`src/rtl/video_out_timing_if.sv`:
```
// rtl/video_out_timing_if.sv - framebuffer read-side and video DAC signal bundle
// Optional testbars input present when VIDEO_OUT_TESTBARS_EN is defined.
interface video_out_timing_if;
  logic [2:0] fb_pixel;
  logic       fb_data_en;
  logic       fb_reset_rd;
  logic [2:0] rgb_out;
  logic       hsync_n;
  logic       vsync_n;
  logic       csync_n;
  logic       blank_n;
  logic       field;
  logic       frame_start;
`ifdef VIDEO_OUT_TESTBARS_EN
  logic       testbars;

  modport master (
    input  fb_pixel, testbars,
    output fb_data_en, fb_reset_rd, rgb_out, hsync_n, vsync_n, csync_n,
           blank_n, field, frame_start
  );
  modport slave (
    output fb_pixel, testbars,
    input  fb_data_en, fb_reset_rd, rgb_out, hsync_n, vsync_n, csync_n,
           blank_n, field, frame_start
  );
`else
  modport master (
    input  fb_pixel,
    output fb_data_en, fb_reset_rd, rgb_out, hsync_n, vsync_n, csync_n,
           blank_n, field, frame_start
  );
  modport slave (
    output fb_pixel,
    input  fb_data_en, fb_reset_rd, rgb_out, hsync_n, vsync_n, csync_n,
           blank_n, field, frame_start
  );
`endif
endinterface

```
`src/rtl/video_out_timing.sv`:
```
// rtl/video_out_timing.sv - PAL 625/864 raster timing, framebuffer read control and blanked RGB out
// Optional colour-bar generator enabled by VIDEO_OUT_TESTBARS_EN.
module video_out_timing #(
  parameter int H_TOTAL     = 864,
  parameter int H_SYNC_LEN  = 64,
  parameter int H_ACT_START = 132,
  parameter int H_ACT_LEN   = 720,
  parameter int V_TOTAL     = 625,
  parameter int V_SYNC_LEN  = 3,
  parameter int V_FIELD2    = 313,
  parameter int V_ACT_START = 23,
  parameter int V_ACT_LEN   = 288,
  parameter int RGB_DLY     = 2
) (
  input  logic                clk,
  input  logic                reset_n,
  input  logic [2:0]          clkPhase,
  input  logic                enable,
  video_out_timing_if.master  vif
);

  localparam logic [9:0] H_LAST    = 10'(H_TOTAL - 1);
  localparam logic [9:0] V_LAST    = 10'(V_TOTAL - 1);
  localparam logic [9:0] HS_END    = 10'(H_SYNC_LEN);
  localparam logic [9:0] HA_BEG    = 10'(H_ACT_START);
  localparam logic [9:0] HA_END    = 10'(H_ACT_START + H_ACT_LEN);
  localparam logic [9:0] VS_END    = 10'(V_SYNC_LEN);
  localparam logic [9:0] F2_BEG    = 10'(V_FIELD2);
  localparam logic [9:0] F2_VS_END = 10'(V_FIELD2 + V_SYNC_LEN);
  localparam logic [9:0] VA0_BEG   = 10'(V_ACT_START);
  localparam logic [9:0] VA0_END   = 10'(V_ACT_START + V_ACT_LEN);
  localparam logic [9:0] VA1_BEG   = 10'(V_FIELD2 + V_ACT_START);
  localparam logic [9:0] VA1_END   = 10'(V_FIELD2 + V_ACT_START + V_ACT_LEN);

  logic               tick;
  logic               running;
  logic [9:0]         h_cnt;
  logic [9:0]         v_cnt;
  logic [9:0]         h_nxt;
  logic [9:0]         v_nxt;
  logic               line_act;
  logic               de_nxt;
  logic               hs_nxt;
  logic               vs_nxt;
  logic               origin_nxt;
  logic [2:0]         pix_src;
  logic [2:0]         pix_in;

  logic               de_q;
  logic               rrd_q;
  logic               hs_q;
  logic               vs_q;
  logic               cs_q;
  logic               field_q;
  logic               fs_q;
  logic [RGB_DLY-1:0] act_sr;
  logic [2:0]         pix_sr [RGB_DLY];

  // Everything advances on the phase-5 edge so the framebuffer sees stable controls at phase 0.
  assign tick = (clkPhase == 3'd5);

  // The first enabled tick parks the raster at the origin instead of advancing it.
  always_comb begin
    h_nxt = '0;
    v_nxt = '0;
    if (running) begin
      if (h_cnt == H_LAST) begin
        h_nxt = '0;
        v_nxt = (v_cnt == V_LAST) ? '0 : v_cnt + 10'd1;
      end else begin
        h_nxt = h_cnt + 10'd1;
        v_nxt = v_cnt;
      end
    end
  end

  always_comb begin
    line_act   = ((v_nxt >= VA0_BEG) && (v_nxt < VA0_END)) ||
                 ((v_nxt >= VA1_BEG) && (v_nxt < VA1_END));
    de_nxt     = line_act && (h_nxt >= HA_BEG) && (h_nxt < HA_END);
    hs_nxt     = !(h_nxt < HS_END);
    vs_nxt     = !((v_nxt < VS_END) || ((v_nxt >= F2_BEG) && (v_nxt < F2_VS_END)));
    origin_nxt = (h_nxt == 10'd0) && (v_nxt == 10'd0);
  end

`ifdef VIDEO_OUT_TESTBARS_EN
  localparam int BAR_W = H_ACT_LEN / 8;

  logic [9:0] h_rel;
  logic [2:0] bar_idx;
  logic [2:0] bar_rgb;

  // h_cnt is the position that the current fb_data_en belongs to.
  always_comb begin
    h_rel   = h_cnt - HA_BEG;
    bar_idx = '0;
    for (int k = 1; k < 8; k++) begin
      if (h_rel >= 10'(BAR_W * k)) bar_idx = 3'(k);
    end
    case (bar_idx)
      3'd0:    bar_rgb = 3'b111;
      3'd1:    bar_rgb = 3'b110;
      3'd2:    bar_rgb = 3'b011;
      3'd3:    bar_rgb = 3'b010;
      3'd4:    bar_rgb = 3'b101;
      3'd5:    bar_rgb = 3'b100;
      3'd6:    bar_rgb = 3'b001;
      default: bar_rgb = 3'b000;
    endcase
  end

  assign pix_src = vif.testbars ? bar_rgb : vif.fb_pixel;
`else
  assign pix_src = vif.fb_pixel;
`endif

  // Gating at the entry keeps rgb_out at zero whenever the delayed active flag is low.
  assign pix_in = de_q ? pix_src : 3'b000;

  always_ff @(posedge clk or negedge reset_n) begin
    if (!reset_n) begin
      running <= 1'b0;
      h_cnt   <= '0;
      v_cnt   <= '0;
      de_q    <= 1'b0;
      rrd_q   <= 1'b0;
      hs_q    <= 1'b1;
      vs_q    <= 1'b1;
      cs_q    <= 1'b1;
      field_q <= 1'b0;
      fs_q    <= 1'b0;
      act_sr  <= '0;
      for (int i = 0; i < RGB_DLY; i++) pix_sr[i] <= 3'b000;
    end else begin
      fs_q <= 1'b0;
      if (tick) begin
        if (!enable) begin
          running <= 1'b0;
          h_cnt   <= '0;
          v_cnt   <= '0;
          de_q    <= 1'b0;
          rrd_q   <= 1'b0;
          hs_q    <= 1'b1;
          vs_q    <= 1'b1;
          cs_q    <= 1'b1;
          field_q <= 1'b0;
          act_sr  <= '0;
          for (int i = 0; i < RGB_DLY; i++) pix_sr[i] <= 3'b000;
        end else begin
          running   <= 1'b1;
          h_cnt     <= h_nxt;
          v_cnt     <= v_nxt;
          de_q      <= de_nxt;
          rrd_q     <= origin_nxt;
          fs_q      <= origin_nxt;
          hs_q      <= hs_nxt;
          vs_q      <= vs_nxt;
          cs_q      <= hs_nxt & vs_nxt;
          field_q   <= (v_nxt >= F2_BEG);
          act_sr[0] <= de_q;
          pix_sr[0] <= pix_in;
          for (int i = 1; i < RGB_DLY; i++) begin
            act_sr[i] <= act_sr[i-1];
            pix_sr[i] <= pix_sr[i-1];
          end
        end
      end
    end
  end

  assign vif.fb_data_en  = de_q;
  assign vif.fb_reset_rd = rrd_q;
  assign vif.hsync_n     = hs_q;
  assign vif.vsync_n     = vs_q;
  assign vif.csync_n     = cs_q;
  assign vif.field       = field_q;
  assign vif.frame_start = fs_q;
  assign vif.blank_n     = act_sr[RGB_DLY-1];
  assign vif.rgb_out     = pix_sr[RGB_DLY-1];

endmodule

```
`src/flat_wrapper.sv`:
```
// flat-port wrapper written by rule: the top's interface ports become plain ports
module video_out_timing_flat 
#(
  parameter int H_TOTAL     = 864,
  parameter int H_SYNC_LEN  = 64,
  parameter int H_ACT_START = 132,
  parameter int H_ACT_LEN   = 720,
  parameter int V_TOTAL     = 625,
  parameter int V_SYNC_LEN  = 3,
  parameter int V_FIELD2    = 313,
  parameter int V_ACT_START = 23,
  parameter int V_ACT_LEN   = 288,
  parameter int RGB_DLY     = 2
)
  (clk, reset_n, clkPhase, enable, vif_fb_pixel, vif_fb_data_en, vif_fb_reset_rd, vif_rgb_out, vif_hsync_n, vif_vsync_n, vif_csync_n, vif_blank_n, vif_field, vif_frame_start);
  video_out_timing_if vif_i ();
  input  logic clk;
  input  logic reset_n;
  input  logic [2:0] clkPhase;
  input  logic enable;
  input wire logic [$bits(vif_i.fb_pixel)-1:0] vif_fb_pixel;
  output wire logic [$bits(vif_i.fb_data_en)-1:0] vif_fb_data_en;
  output wire logic [$bits(vif_i.fb_reset_rd)-1:0] vif_fb_reset_rd;
  output wire logic [$bits(vif_i.rgb_out)-1:0] vif_rgb_out;
  output wire logic [$bits(vif_i.hsync_n)-1:0] vif_hsync_n;
  output wire logic [$bits(vif_i.vsync_n)-1:0] vif_vsync_n;
  output wire logic [$bits(vif_i.csync_n)-1:0] vif_csync_n;
  output wire logic [$bits(vif_i.blank_n)-1:0] vif_blank_n;
  output wire logic [$bits(vif_i.field)-1:0] vif_field;
  output wire logic [$bits(vif_i.frame_start)-1:0] vif_frame_start;
  assign vif_i.fb_pixel = vif_fb_pixel;
  assign vif_fb_data_en = vif_i.fb_data_en;
  assign vif_fb_reset_rd = vif_i.fb_reset_rd;
  assign vif_rgb_out = vif_i.rgb_out;
  assign vif_hsync_n = vif_i.hsync_n;
  assign vif_vsync_n = vif_i.vsync_n;
  assign vif_csync_n = vif_i.csync_n;
  assign vif_blank_n = vif_i.blank_n;
  assign vif_field = vif_i.field;
  assign vif_frame_start = vif_i.frame_start;
  video_out_timing #(.H_TOTAL(H_TOTAL), .H_SYNC_LEN(H_SYNC_LEN), .H_ACT_START(H_ACT_START), .H_ACT_LEN(H_ACT_LEN), .V_TOTAL(V_TOTAL), .V_SYNC_LEN(V_SYNC_LEN), .V_FIELD2(V_FIELD2), .V_ACT_START(V_ACT_START), .V_ACT_LEN(V_ACT_LEN), .RGB_DLY(RGB_DLY)) u_core (.clk(clk), .reset_n(reset_n), .clkPhase(clkPhase), .enable(enable), .vif(vif_i));
endmodule
```
`config.mk`:
```
export PLATFORM = sky130hd
export DESIGN_NAME = video_out_timing_flat
export DESIGN_NICKNAME = d
export VERILOG_FILES = /design/src/rtl/video_out_timing_if.sv /design/src/rtl/video_out_timing.sv /design/src/flat_wrapper.sv
export SDC_FILE = /design/constraint.sdc
export NUM_CORES = 1
export LEC_CHECK = 0
export CAP_MARGIN = 0
export CORE_MARGIN = 2
export CORE_UTILIZATION = 45
export CTS_CLUSTER_SIZE = 25
export DETAILED_ROUTE_END_ITERATION = 7
export MAX_ROUTING_LAYER = met4
export PLACE_DENSITY_LB_ADDON = 0.15
export SETUP_SLACK_MARGIN = 0.4
export SYNTH_ARGS = -nofsm -noshare
export SYNTH_HDL_FRONTEND = slang
export SYNTH_SLANG_ARGS = --single-unit
```
`constraint.sdc`:
```
create_clock -name clk -period 6.5 [get_ports clk]
set_input_delay 0.975 -clock clk [delete_from_list [all_inputs] [get_ports clk]]
set_output_delay 0.975 -clock clk [all_outputs]
set_load 0.03 [all_outputs]
```
==> results by stage, run 1 <==
Floorplan:
- The height of the die is 81.0 um.
- In this run the standard cell core region covers 5820 um^2.
- The horizontal extent of the die is 81.0 um.
- The floorplan has 28 rows.
- 20 I/O pins were placed.
- For this configuration, the core starts out at a cell density of 45.9%.
- The area of the die is 6570 um^2.

Routing:
- The count of routing violations after the opening detailed-route iteration is 269.
- After detailed routing, the number of remaining DRC violations is 0.
- After detailed routing, the total wire length is 6890 um.
- The per-cell via count in the routed design is 6.09.
- The total vias in the final route is 2410.
- In this run the remaining antenna-violating nets after routing total 0.
- The pre-antenna-repair detailed-routing pass consisted of 4 iterations.
- In the final routed layout, each cell accounts on average for 17.4 um.

STA:
- The worst setup margin is 3.20 ns.
- The share of the clock period used by the worst path after layout is 50.7%.
- The number of failing setup endpoints in the final timing report is 0.
- The minimum period implied by the final worst setup slack is 3.30 ns.
- Derived from the worst setup path, the maximum achievable clock frequency is 303 MHz.
- The final count of hold timing violations is 0.
- After routing, the total negative slack on setup checks comes to 0 ns.
- At the pin with the least slew margin, the transition time is 0.828 ns.
- The worst-case headroom to the max-slew limit is 44.8%.
- For the final database, setup skew stands at 0.0106 ns.
- The max-slew violation total from the final report is 0.
- Setup repair after global routing left no endpoint under its margin.

Worst setup path:
- Grouping stages by cell kind, the critical path spends the most delay in simple AND/OR/NAND/NOR gates.
- The critical path in this run is classified as reg -> reg.
- The signal arrival time at the worst endpoint is 3.50 ns.
- In this run the worst path has a maximum fanout of 12.
- Among all stages on the critical path, the largest delay is contributed by sky130_fd_sc_hd__nor4_1.
- The critical path data required time is 6.70 ns.
- The critical path goes through ha_1 > nand4_2 > nor4_1 > mux2_1 > a211o_1 > nor4bb_1 > nor3_1 > o221ai_1.
- The largest stage delay on the critical path is 0.67 ns.
- The startpoint class of the critical path is a flip-flop.
- The buffering stage count on the worst path with inverters included is 0.
- The category of the worst setup path capture point is a flip-flop.

Global routing:
- The global-route wire length before repair is 11400 um.
- Entering global routing, the biggest net connects 37 pins.
- The total overflow left after global routing is 0.
- The total global-route track usage is 23.1%.
- The number of global-route vias before repair is 2229.
- The number of antenna violations at the first check in global routing is 0.

Clock tree:
- The number of sinks handled by clock tree synthesis is 36.
- The number of instances resized during post-cts repair is 0.
- The number of buffers added by the clock tree synthesis step is 5.
- TritonCTS built the clock tree.
- The source-to-sink clock delay at the later pin of the worst-skew pair is 0.30 ns.
- No sink is reached through more buffers than the 2 on the longest clock path.
- The clock slew at the register clock pins of the worst setup and hold paths is 0.08 ns.
- The number of H-tree levels is 2.
- The cell chosen for the clock root is sky130_fd_sc_hd__clkbuf_8.
- After clock tree synthesis, the setup repair step added 0 buffers.
- After clock tree synthesis, the flow added hold-fix buffers numbering 0.

Finish:
- Cells with a size suffix above 1 make up 8.72% of the layout.
- The final standard cell count with taps included and fillers excluded is 396.
- The filler cells instantiated in the layout total 563.
- The layout-stage area growth over the synthesis result is 9.65%.
- The number of nets in the finished design is 332.
- The number of antenna diodes in the final layout is 0.
- Measured on the finished design, the core utilization comes to 50.4%.
- The top cell types in the final layout, fill and taps aside, are sky130_fd_sc_hd__nand2_1, sky130_fd_sc_hd__dfrtp_1, sky130_fd_sc_hd__o21ai_0.
- The library cell used most frequently in the layout, excluding fill and tap cells, is sky130_fd_sc_hd__nand2_1.

Synthesis:
- The number of distinct library cells after synthesis is 68.
- The post-synthesis average cell area is 8.35 um^2.
- The post-synthesis net count is 332.
- The area fraction of the dominant cell type after synthesis is 30.9%.
- The most used flip-flop cell after synthesis is sky130_fd_sc_hd__dfrtp_1.
- The share of the Yosys chip area taken by registers is 33.9%.
- The number of enable-type register cells in the synthesized netlist is 0.
- The share of async-settable or async-resettable flops after synthesis is 100%.
- After synthesis the cells add up to 2670 um^2.
- During synthesis, Yosys emitted a total of 0 warnings.
- The library cell occupying the most area in the post-synthesis netlist is sky130_fd_sc_hd__dfrtp_1.
- The cell count after synthesis came out at 320.
- By area the synthesized netlist is led by sky130_fd_sc_hd__dfrtp_1, sky130_fd_sc_hd__nand2_1, sky130_fd_sc_hd__o21ai_0.
- Counting flops and latches in the post-synthesis netlist gives 36.

Job:
- The tool flagged a number of max-cap violations equal to 0.

Power:
- The worst vdd rail ir drop is 176 uV.
- The power per cell area is 189 nW/um^2.
- Total power for the finished layout comes to 0.000553 W.
- For this design the static power due to leakage is 1.15 nW.

Hold path:
- The worst hold path class is reg -> reg.

Placed design:
- The total half-perimeter wirelength after legalization and detailed placement is 4780 um.
- The number of port buffers is 19.
- After detailed placement, the design holds a cell count of 388.
- The worst setup slack after placement is 3.01 ns.
- The weighted congestion at the end of routability-driven global placement is 0.934.

Run status:
- The run finished with clean final reports.
-- worst register-to-register path, cell delays in order (launching register included) --
cell                       delay [ns]
sky130_fd_sc_hd__dfrtp_1         0.47
sky130_fd_sc_hd__ha_1            0.32
sky130_fd_sc_hd__nand4_2         0.47
sky130_fd_sc_hd__nor4_1          0.68
sky130_fd_sc_hd__mux2_1          0.39
sky130_fd_sc_hd__a211o_1         0.32
sky130_fd_sc_hd__nor4bb_1        0.28
sky130_fd_sc_hd__nor3_1          0.12
sky130_fd_sc_hd__o221ai_1        0.18
-- cells by family after synthesis --
family                   synth area share, %
XOR/XNOR                                2.90
flip-flops                              33.9
buffers and inverters                   6.65
AND/OR/NAND/NOR                         32.9
AO/OA/AOI/OAI                           21.5
adder cells (fa/ha/maj)                 1.41
multiplexers                           0.796
-- report_power, final --
part	switching (W)	internal (W)
Combinational	0.0000462	0.0000306
Clock	0.0000889	0.000136
Sequential	0.0000156	0.000236
Total	0.000151	0.000402
-- cells in the mapped netlist (4+ instances only) --
cell	number
sky130_fd_sc_hd__nor2_1	20
sky130_fd_sc_hd__nor4_1	4
sky130_fd_sc_hd__o21ai_0	29
sky130_fd_sc_hd__buf_2	7
sky130_fd_sc_hd__a31oi_1	6
sky130_fd_sc_hd__nand2_1	49
sky130_fd_sc_hd__a21oi_1	10
sky130_fd_sc_hd__dfrtp_1	33
sky130_fd_sc_hd__clkbuf_1	11
sky130_fd_sc_hd__buf_4	6
sky130_fd_sc_hd__and4_1	4
sky130_fd_sc_hd__xnor2_1	5
sky130_fd_sc_hd__nand2b_1	4
sky130_fd_sc_hd__nand4_1	4
sky130_fd_sc_hd__o31ai_1	11
sky130_fd_sc_hd__inv_1	6
sky130_fd_sc_hd__and3_1	5
sky130_fd_sc_hd__nor3_1	8
sky130_fd_sc_hd__nand3_1	23
-- through the flow --
stage / area (um^2) / hold slack, ns
2_1_floorplan: 2670 / 0.440
4_1_cts: 2930 / 0.475
5_1_grt: 2930 / 0.498
3_3_place_gp: 2800 / 0.450
6_report: 2930 / 0.466
3_5_place_dp: 2800 / 0.456
-- final cells by class --
cell class	instances	area (um^2)	area share, %
inverter	6	22.5	0.769
sequential	36	905	30.9
timing repair buffer	20	193	6.58
clock buffer	7	96.3	3.29
tap	75	93.8	3.20
multi-input combinational	251	1590	54.3
clock inverter	1	30.0	1.03
-- sequential cells by signal (all words and copies together), names as in the netlist, 2 cells and up --
name and count:
u_core.vif.rgb_out 3, u_core.v_cnt 10, u_core.act_sr 2, u_core.h_cnt 10, u_core.pix_sr 3
-- final timing paths --
kind	cells past startpoint	slack, ns	start	endpoint
max	8	3.20	u_core.h_cnt[0]	u_core.vif.fb_data_en
min	2	0.47	u_core.vif.rgb_out[2]	u_core.vif.rgb_out[2]
max reg2reg	8	3.20	u_core.h_cnt[0]	u_core.vif.fb_data_en
min reg2reg	2	0.47	u_core.vif.rgb_out[2]	u_core.vif.rgb_out[2]
max in group asynchronous	1	5.20	reset_n	u_core.h_cnt[2]
min in group asynchronous	1	0.76	reset_n	u_core.v_cnt[4]
-- per-layer routing --
layer	track usage, %	vias up	part of all wire, %	routed length, um
li1	-	1177	-	-
met1	31.0	1171	46	3190
met2	37.9	55	50	3410
met3	3.33	7	3.7	258
met4	3.56	0	0.45	31
met5	-	-	0	0
No activity file was read; power rests on OpenSTA's default activity.
==> run 2, diff against run 1 <==
==> constraint.sdc (replaced) <==
create_clock -name clk -period 3 [get_ports clk]
set_input_delay 0.45 -clock clk [delete_from_list [all_inputs] [get_ports clk]]
set_output_delay 0.45 -clock clk [all_outputs]
set_load 0.03 [all_outputs]
==> results by stage, run 2 (synthesized netlist as in run 1, its figures left out) <==
STA:
- Setup slack closes at 0.510 ns.
- The minimum period implied by the final worst setup slack is 2.49 ns.
- The max-slew violation total from the final report is 0.
- The worst clock skew is 0.0125 ns.
- Setup repair after global routing could not meet its margin everywhere.
- In the final timing run, aggregate negative setup slack is 0 ns.
- Headroom to the max-slew limit came out at 45.5%.
- The slew of the pin with the lowest slew margin is 0.817 ns.
- Derived from the worst setup path, the maximum achievable clock frequency is 402 MHz.
- The worst slack on hold paths is 0.238 ns.
- The number of failing setup endpoints in the final timing report is 0.
- The final count of hold timing violations is 0.
- After layout, the worst path uses 83.0% of the clock period.

Run status:
- The run finished with clean final reports.

Global routing:
- In the global route stage, overall resource usage came out at 24.3%.
- The first global-routing pass estimated 11900 um of wire.
- The number of global-route vias before repair is 2348.
- The number of antenna violations at the first check in global routing is 0.
- Entering global routing, the biggest net connects 37 pins.
- The total congestion overflow is 0.

Placed design:
- OpenSTA, run right after detailed placement, puts the worst setup slack at 0.215 ns.
- The weighted congestion at the end of routability-driven global placement is 0.957.
- Port buffering added 19 buffers.
- The total half-perimeter wirelength after legalization and detailed placement is 5000 um.
- After detailed placement, the design holds a cell count of 400.

Floorplan:
- The number of placement rows is 28.
- The initial standard-cell utilization of the core is 45.9%.
- The floorplan step set the die height to 81.0 um.
- The core region is 5820 um^2.
- The area of the die is 6570 um^2.
- The horizontal extent of the die is 81.0 um.
- In this run the count of I/O pins placed on the die edge is 20.

Finish:
- The final standard cell count with taps included and fillers excluded is 421.
- The number of inserted filler cells in the final layout is 563.
- The share of post-route cells with drive strength above 1 is 19.7%.
- The largest registers in the layout are u_core.h_cnt x10, u_core.v_cnt x10.
- The number of nets in the finished design is 357.
- In the final layout, flip-flops and latches occupy 913 um^2.
- The layout-stage area growth over the synthesis result is 20.1%.
- In the layout the commonest cells are sky130_fd_sc_hd__nand2_1, sky130_fd_sc_hd__o21ai_0, sky130_fd_sc_hd__dfrtp_1.
- The most common library cell in the layout ignoring fill and taps is sky130_fd_sc_hd__nand2_1.
- The number of antenna repair diodes is 0.
- The area of combinational cells with multiple inputs is 1690 um^2.

Power:
- Dividing total power by cell area gives a power density of 364 nW/um^2.
- The reported leakage power is 1.27 nW.
- The clock power share is 37.6%.
- The switching power is 0.000331 W.
- The combinational fraction of design power is 15.9%.
- The total chip power is 0.00117 W.
- The sequential power share is 46.6%.
- Net switching is 28.3% of the power.
- Across the VDD grid, the largest voltage drop is 308 uV.
- Internal power comes to 0.000838 W.

Routing:
- The post-detailed-route DRC marker count is 0.
- The per-cell via count in the routed design is 5.91.
- The final routed wire length divided by cell count is 17.2 um.
- Once detail routing completed, the nets flagged for antenna violations numbered 0.
- The total vias in the final route is 2489.
- The length of the first detailed-routing pass in iterations is 4.
- For this block, the initial DRC count from the detailed router was 143.
- The total detailed-routing wirelength is 7240 um.

Worst setup path:
- Along the worst path, the maximum fanout reaches 5.
- In this design, the stage delay of the slowest critical-path cell is 0.52 ns.
- The launching instance or port of the critical path is u_core.v_cnt[0].
- The critical path data required time is 3.24 ns.
- The worst flop-to-flop path startpoint is u_core.v_cnt[0].
- Traced cell by cell, the critical path runs through inv_1 > ha_1 > and4_1 > nand4_1 > o21ai_1 > a21oi_2 > or4b_4 > nor4_4 > a21o_1.
- STA classifies the critical path endpoint as a flip-flop.
- The signal arrival time at the worst endpoint is 2.73 ns.
- The startpoint class of the critical path is a flip-flop.
- The worst setup path is of the reg -> reg kind.
- The slowest stage of the critical path belongs to the cell sky130_fd_sc_hd__or4b_4.

Clock tree:
- The clock slew at the register clock pins of the worst setup and hold paths is 0.08 ns.
- The tree is rooted in a sky130_fd_sc_hd__clkbuf_8.
- The post-cts hold buffer count is 0.
- TritonCTS built the clock tree.
- The source-to-sink clock delay at the later pin of the worst-skew pair is 0.30 ns.
- Buffers inserted during clock tree synthesis total 5.
- The number of sinks handled by clock tree synthesis is 36.
- CTS built an H-tree with a depth of 2.
- In this run the deepest clock path goes through 2 buffers.

Job:
- Max-cap violations in this run came to 0.

Hold path:
- The path class of the tightest hold or removal check is in -> async.
==> run 2: path summary, 6_finish.rpt <==
kind / to / slack (ns) / cells after the start
min: u_core.v_cnt[0] / 0.24 / 1
max in group asynchronous: u_core.h_cnt[0] / 2.18 / 1
min in group clk: u_core.vif.rgb_out[1] / 0.47 / 2
max reg2reg: u_core.vif.fb_reset_rd / 0.51 / 9
max: u_core.vif.fb_reset_rd / 0.51 / 9
min reg2reg: u_core.vif.rgb_out[1] / 0.47 / 2
==> run 2: final cells by class <==
class                           instances  area share, %
Clock buffer                            6           2.26
Multi-Input combinational cell        251           52.6
Inverter                                6          0.702
Timing Repair Buffer                   45           12.0
Tap cell                               75           2.93
Clock inverter                          2           1.09
Sequential cell                        36           28.5
==> run 2: worst max-delay path, delay by kind of cell (launching register included) <==
family          cells  cell delay (ns)
flops               1             0.45
fa+ha+maj           1             0.16
simple gates        4             1.27
buf+inv             1             0.10
compound gates      3             0.43
==> run 2: stage by stage <==
| stage | util, % | instance area (um^2) |
|---|---|---|
| 6_report | 55.2 | 3210 |
| 5_1_grt | 55.2 | 3210 |
| 4_1_cts | 52.8 | 3070 |
| 2_1_floorplan | - | 2670 |
| 3_5_place_dp | 49.7 | 2890 |
| 3_3_place_gp | 49.7 | 2890 |
==> run 2: timing repair <==
action,in CTS,in global routing
pin swaps,3,7
buffers inserted,4,9
gates resized for setup,7,19
setup endpoints to repair,9,9
==> run 2: metal layers <==
layer	vias up	global-route usage [%]	part of all wire (%)
li1	1231	-	-
met3	16	4.00	4.5
met4	0	7.80	2.2
met1	1184	32.2	46
met2	58	38.1	47
met5	-	-	0
==> run 2: power by group through the flow <==
stage / Sequential, W / Combinational [W] / Clock [W]
finish: 0.000544 / 0.000185 / 0.000439
global placement: 0.000551 / 0.000174 / 0
detailed placement: 0.000552 / 0.000176 / 0
floorplan: 0.000559 / 0.000101 / 0
CTS: 0.000541 / 0.000185 / 0.000441
global route: 0.000549 / 0.000204 / 0.000463
==> run 3, diff against run 2 <==
==> constraint.sdc (replaced) <==
create_clock -name clk -period 2.4 [get_ports clk]
set_input_delay 0.36 -clock clk [delete_from_list [all_inputs] [get_ports clk]]
set_output_delay 0.36 -clock clk [all_outputs]
set_load 0.03 [all_outputs]
==> results by stage, run 3 (synthesized netlist as in run 1, its figures left out) <==
Routing:
- The total vias in the final route is 2789.
- The count of nets left with antenna violations after detail routing is 0.
- The count of routing violations after the opening detailed-route iteration is 183.
- The first TritonRoute pass finished after 5 iterations.
- In the final routed layout, each cell accounts on average for 17.7 um.
- The routed design has 8300 um of wire.
- The per-cell via count in the routed design is 5.93.
- The post-detailed-route DRC marker count is 0.

Clock tree:
- The maximum number of buffers from clock root to sink is 2.
- The TritonCTS clock tree is built.
- The source-to-sink clock delay at the later pin of the worst-skew pair is 0.30 ns.
- The clock slew at the register clock pins of the worst setup and hold paths is 0.08 ns.
- The clock tree synthesis step divided the H-tree into 2 levels.
- The number of sinks handled by clock tree synthesis is 36.
- CTS placed an instance of sky130_fd_sc_hd__clkbuf_8 at the clock tree root.
- The post-cts hold buffer count is 0.
- The number of buffers added by the clock tree synthesis step is 5.

Finish:
- Once layout is done, the placed cells without fillers occupy 3800 um^2.
- The final standard cell count with taps included and fillers excluded is 470.
- Leaving out fill and tap cells, the most frequent cells in the layout are sky130_fd_sc_hd__buf_4, sky130_fd_sc_hd__nand2_1, sky130_fd_sc_hd__dfrtp_1.
- The final layout contains 406 nets.
- The library cell used most frequently in the layout, excluding fill and tap cells, is sky130_fd_sc_hd__buf_4.
- The share of post-route cells with drive strength above 1 is 33.9%.
- Relative to the synthesized area, the layout overhead comes to 42.4%.
- The largest registers in the layout are u_core.h_cnt x10, u_core.v_cnt x10.
- The number of antenna repair diodes is 0.
- The layout has 460 filler cells.

STA:
- The final count of hold timing violations is 0.
- Clock skew on the completed layout was measured at 0.00836 ns.
- The minimum period implied by the final worst setup slack is 2.47 ns.
- Setup slack on the critical path of the routed design comes to -0.0738 ns.
- For this run, the top clock speed supported by timing is 404 MHz.
- The worst-case headroom to the max-slew limit is 60.1%.
- The slew of the pin with the lowest slew margin is 0.598 ns.
- The share of the clock period used by the worst path after layout is 103%.
- The max-slew violation total from the final report was 0.
- The number of failing setup endpoints in the final timing report is 2.
- Setup repair after global routing could not meet its margin everywhere.

Power:
- The reported leakage power is 1.59 nW.
- The internal power of the cells totals 0.00110 W.
- The analysis attributes to net switching a power of 0.000447 W.
- Of the total power, registers draw 42.3%.
- Net switching is 28.9% of the power.
- The clock network is responsible for 35.9% of the overall power.
- In this run the power density over the cells is 407 nW/um^2.
- IR analysis of the VDD net gives a maximum drop of 343 uV.
- The combinational fraction of design power is 21.8%.

Global routing:
- The total congestion overflow is 0.
- The number of global-route vias before repair came to 2608.
- The total global-route track usage is 26.4%.
- The largest net degree at the start of global routing is 26.
- The number of antenna violations at the first check in global routing is 0.
- The first global-routing pass estimated 12900 um of wire.

Placed design:
- The total cell area at the placement stage is 3210 um^2.
- The weighted congestion at the end of routability-driven global placement is 0.965.
- The total half-perimeter wirelength after legalization and detailed placement is 5530 um.
- The number of placed instances with taps included is 433.
- Port buffering added 19 buffers.

Worst setup path:
- For the worst setup path, the data arrival time is 2.69 ns.
- The worst setup path is launched from a flip-flop.
- For flop-to-flop paths, the worst setup slack is -0.07 ns.
- The class of the most critical setup path is reg -> reg.
- The depth of the worst register-to-register path is 10.
- The signal on the critical path passes through nand4b_1 > buf_6 > buf_6 > nor4_4 > buf_4 > a21oi_4 > nor4b_1 > nor4b_1 > nor3_1 > o221ai_1.
- For the worst setup path, the data required time is 2.61 ns.
- The maximum net fanout on the critical path is 3.
- The worst register-to-register path ends at u_core.vif.fb_data_en.
- Among all stages on the critical path, the largest delay is contributed by sky130_fd_sc_hd__dfrtp_1.
- On the worst path, the slowest cell contributes a delay of 0.42 ns.
- The number of buffers and inverters on the critical path is 3.
- The kind of cell adding the most delay to the critical path is simple AND/OR/NAND/NOR gates.
- The worst setup path is captured at a flip-flop.
- The worst register-to-register path begins at u_core.v_cnt[3].

Hold path:
- The worst hold path class is in -> async.

Floorplan:
- The boundary pin count is 20.
- Once the floorplan was initialized, standard cells occupied 45.9% of the core.
- The height of the die is 81.0 um.
- The die covers 6570 um^2.
- In this run the standard cell core region covers 5820 um^2.
- In this run the core area contains 28 standard-cell rows.
- The die is 81.0 um wide.

Job:
- The number of max-capacitance violations reported is 0.

Run status:
- The run finished, with violations left.
- The checks that failed: setup timing.
[run 3: area by class of cell]
type	count	area, um^2	share of cell area (%)
multi-input cells	251	1860	49.0
flip-flops and latches	36	907	23.8
repair buffers	94	806	21.2
well taps	75	93.8	2.47
clock buffers	6	72.6	1.91
clock inverters	2	35.0	0.921
inverters	6	27.5	0.723
[run 3: worst register-to-register path, stage by stage (launching register included)]
cell and delay, ns:
sky130_fd_sc_hd__dfrtp_1 0.42, sky130_fd_sc_hd__nand4b_1 0.16, sky130_fd_sc_hd__buf_6 0.16, sky130_fd_sc_hd__buf_6 0.12
sky130_fd_sc_hd__nor4_4 0.31, sky130_fd_sc_hd__buf_4 0.19, sky130_fd_sc_hd__a21oi_4 0.06, sky130_fd_sc_hd__nor4b_1 0.28
sky130_fd_sc_hd__nor4b_1 0.36, sky130_fd_sc_hd__nor3_1 0.15, sky130_fd_sc_hd__o221ai_1 0.19
[run 3: metrics by stage]
step,total power (W),TNS [ns],hold WS [ns],util [%],worst slack [ns]
floorplan,0.000831,0,0.0644,-,0.155
global placement,0.000938,-0.212,0.402,55.1,-0.0875
detailed placement,0.000940,-0.129,0.411,55.1,-0.0353
CTS,0.00152,0,0.0884,61.1,0.0465
global route,0.00161,-0.206,0.110,65.4,-0.109
finish,0.00155,-0.0857,0.0504,65.4,-0.0738
[run 3: how the worst max path moves through the flow]
stage          depth (start not counted)             from                endpoint  slack, ns
2_1_floorplan                          9  u_core.h_cnt[1]        u_core.vif.field       0.15
3_3_place_gp                          10  u_core.v_cnt[1]  u_core.vif.fb_reset_rd      -0.09
3_5_place_dp                          10  u_core.v_cnt[1]      u_core.vif.csync_n      -0.04
4_1_cts                                8  u_core.h_cnt[5]   u_core.vif.fb_data_en       0.05
5_1_grt                                9  u_core.v_cnt[1]        u_core.vif.field      -0.11
6_report                              10  u_core.v_cnt[3]   u_core.vif.fb_data_en      -0.07
[run 3: power by group through the flow]
stage	Sequential (W)	Combinational, W	Clock (W)
floorplan	0.000701	0.000130	0
global placement	0.000674	0.000264	0
detailed placement	0.000674	0.000266	0
CTS	0.000655	0.000307	0.000559
global route	0.000659	0.000364	0.000586
finish	0.000656	0.000338	0.000556
[run 3: repair_timing]
action / in CTS / in global routing
cloned: 0 / 0
setup buffers: 19 / 10
gates resized for setup: 28 / 35
hold endpoints to repair: 0 / 0
pin swaps: 13 / 13
endpoints found under the setup margin: 17 / 14
[run 3: layer usage]
layer,track usage (%),part of all wire [%]
met3,4.67,4.9
met1,32.1,41
met4,11.0,2.8
met2,43.4,51
met5,-,0
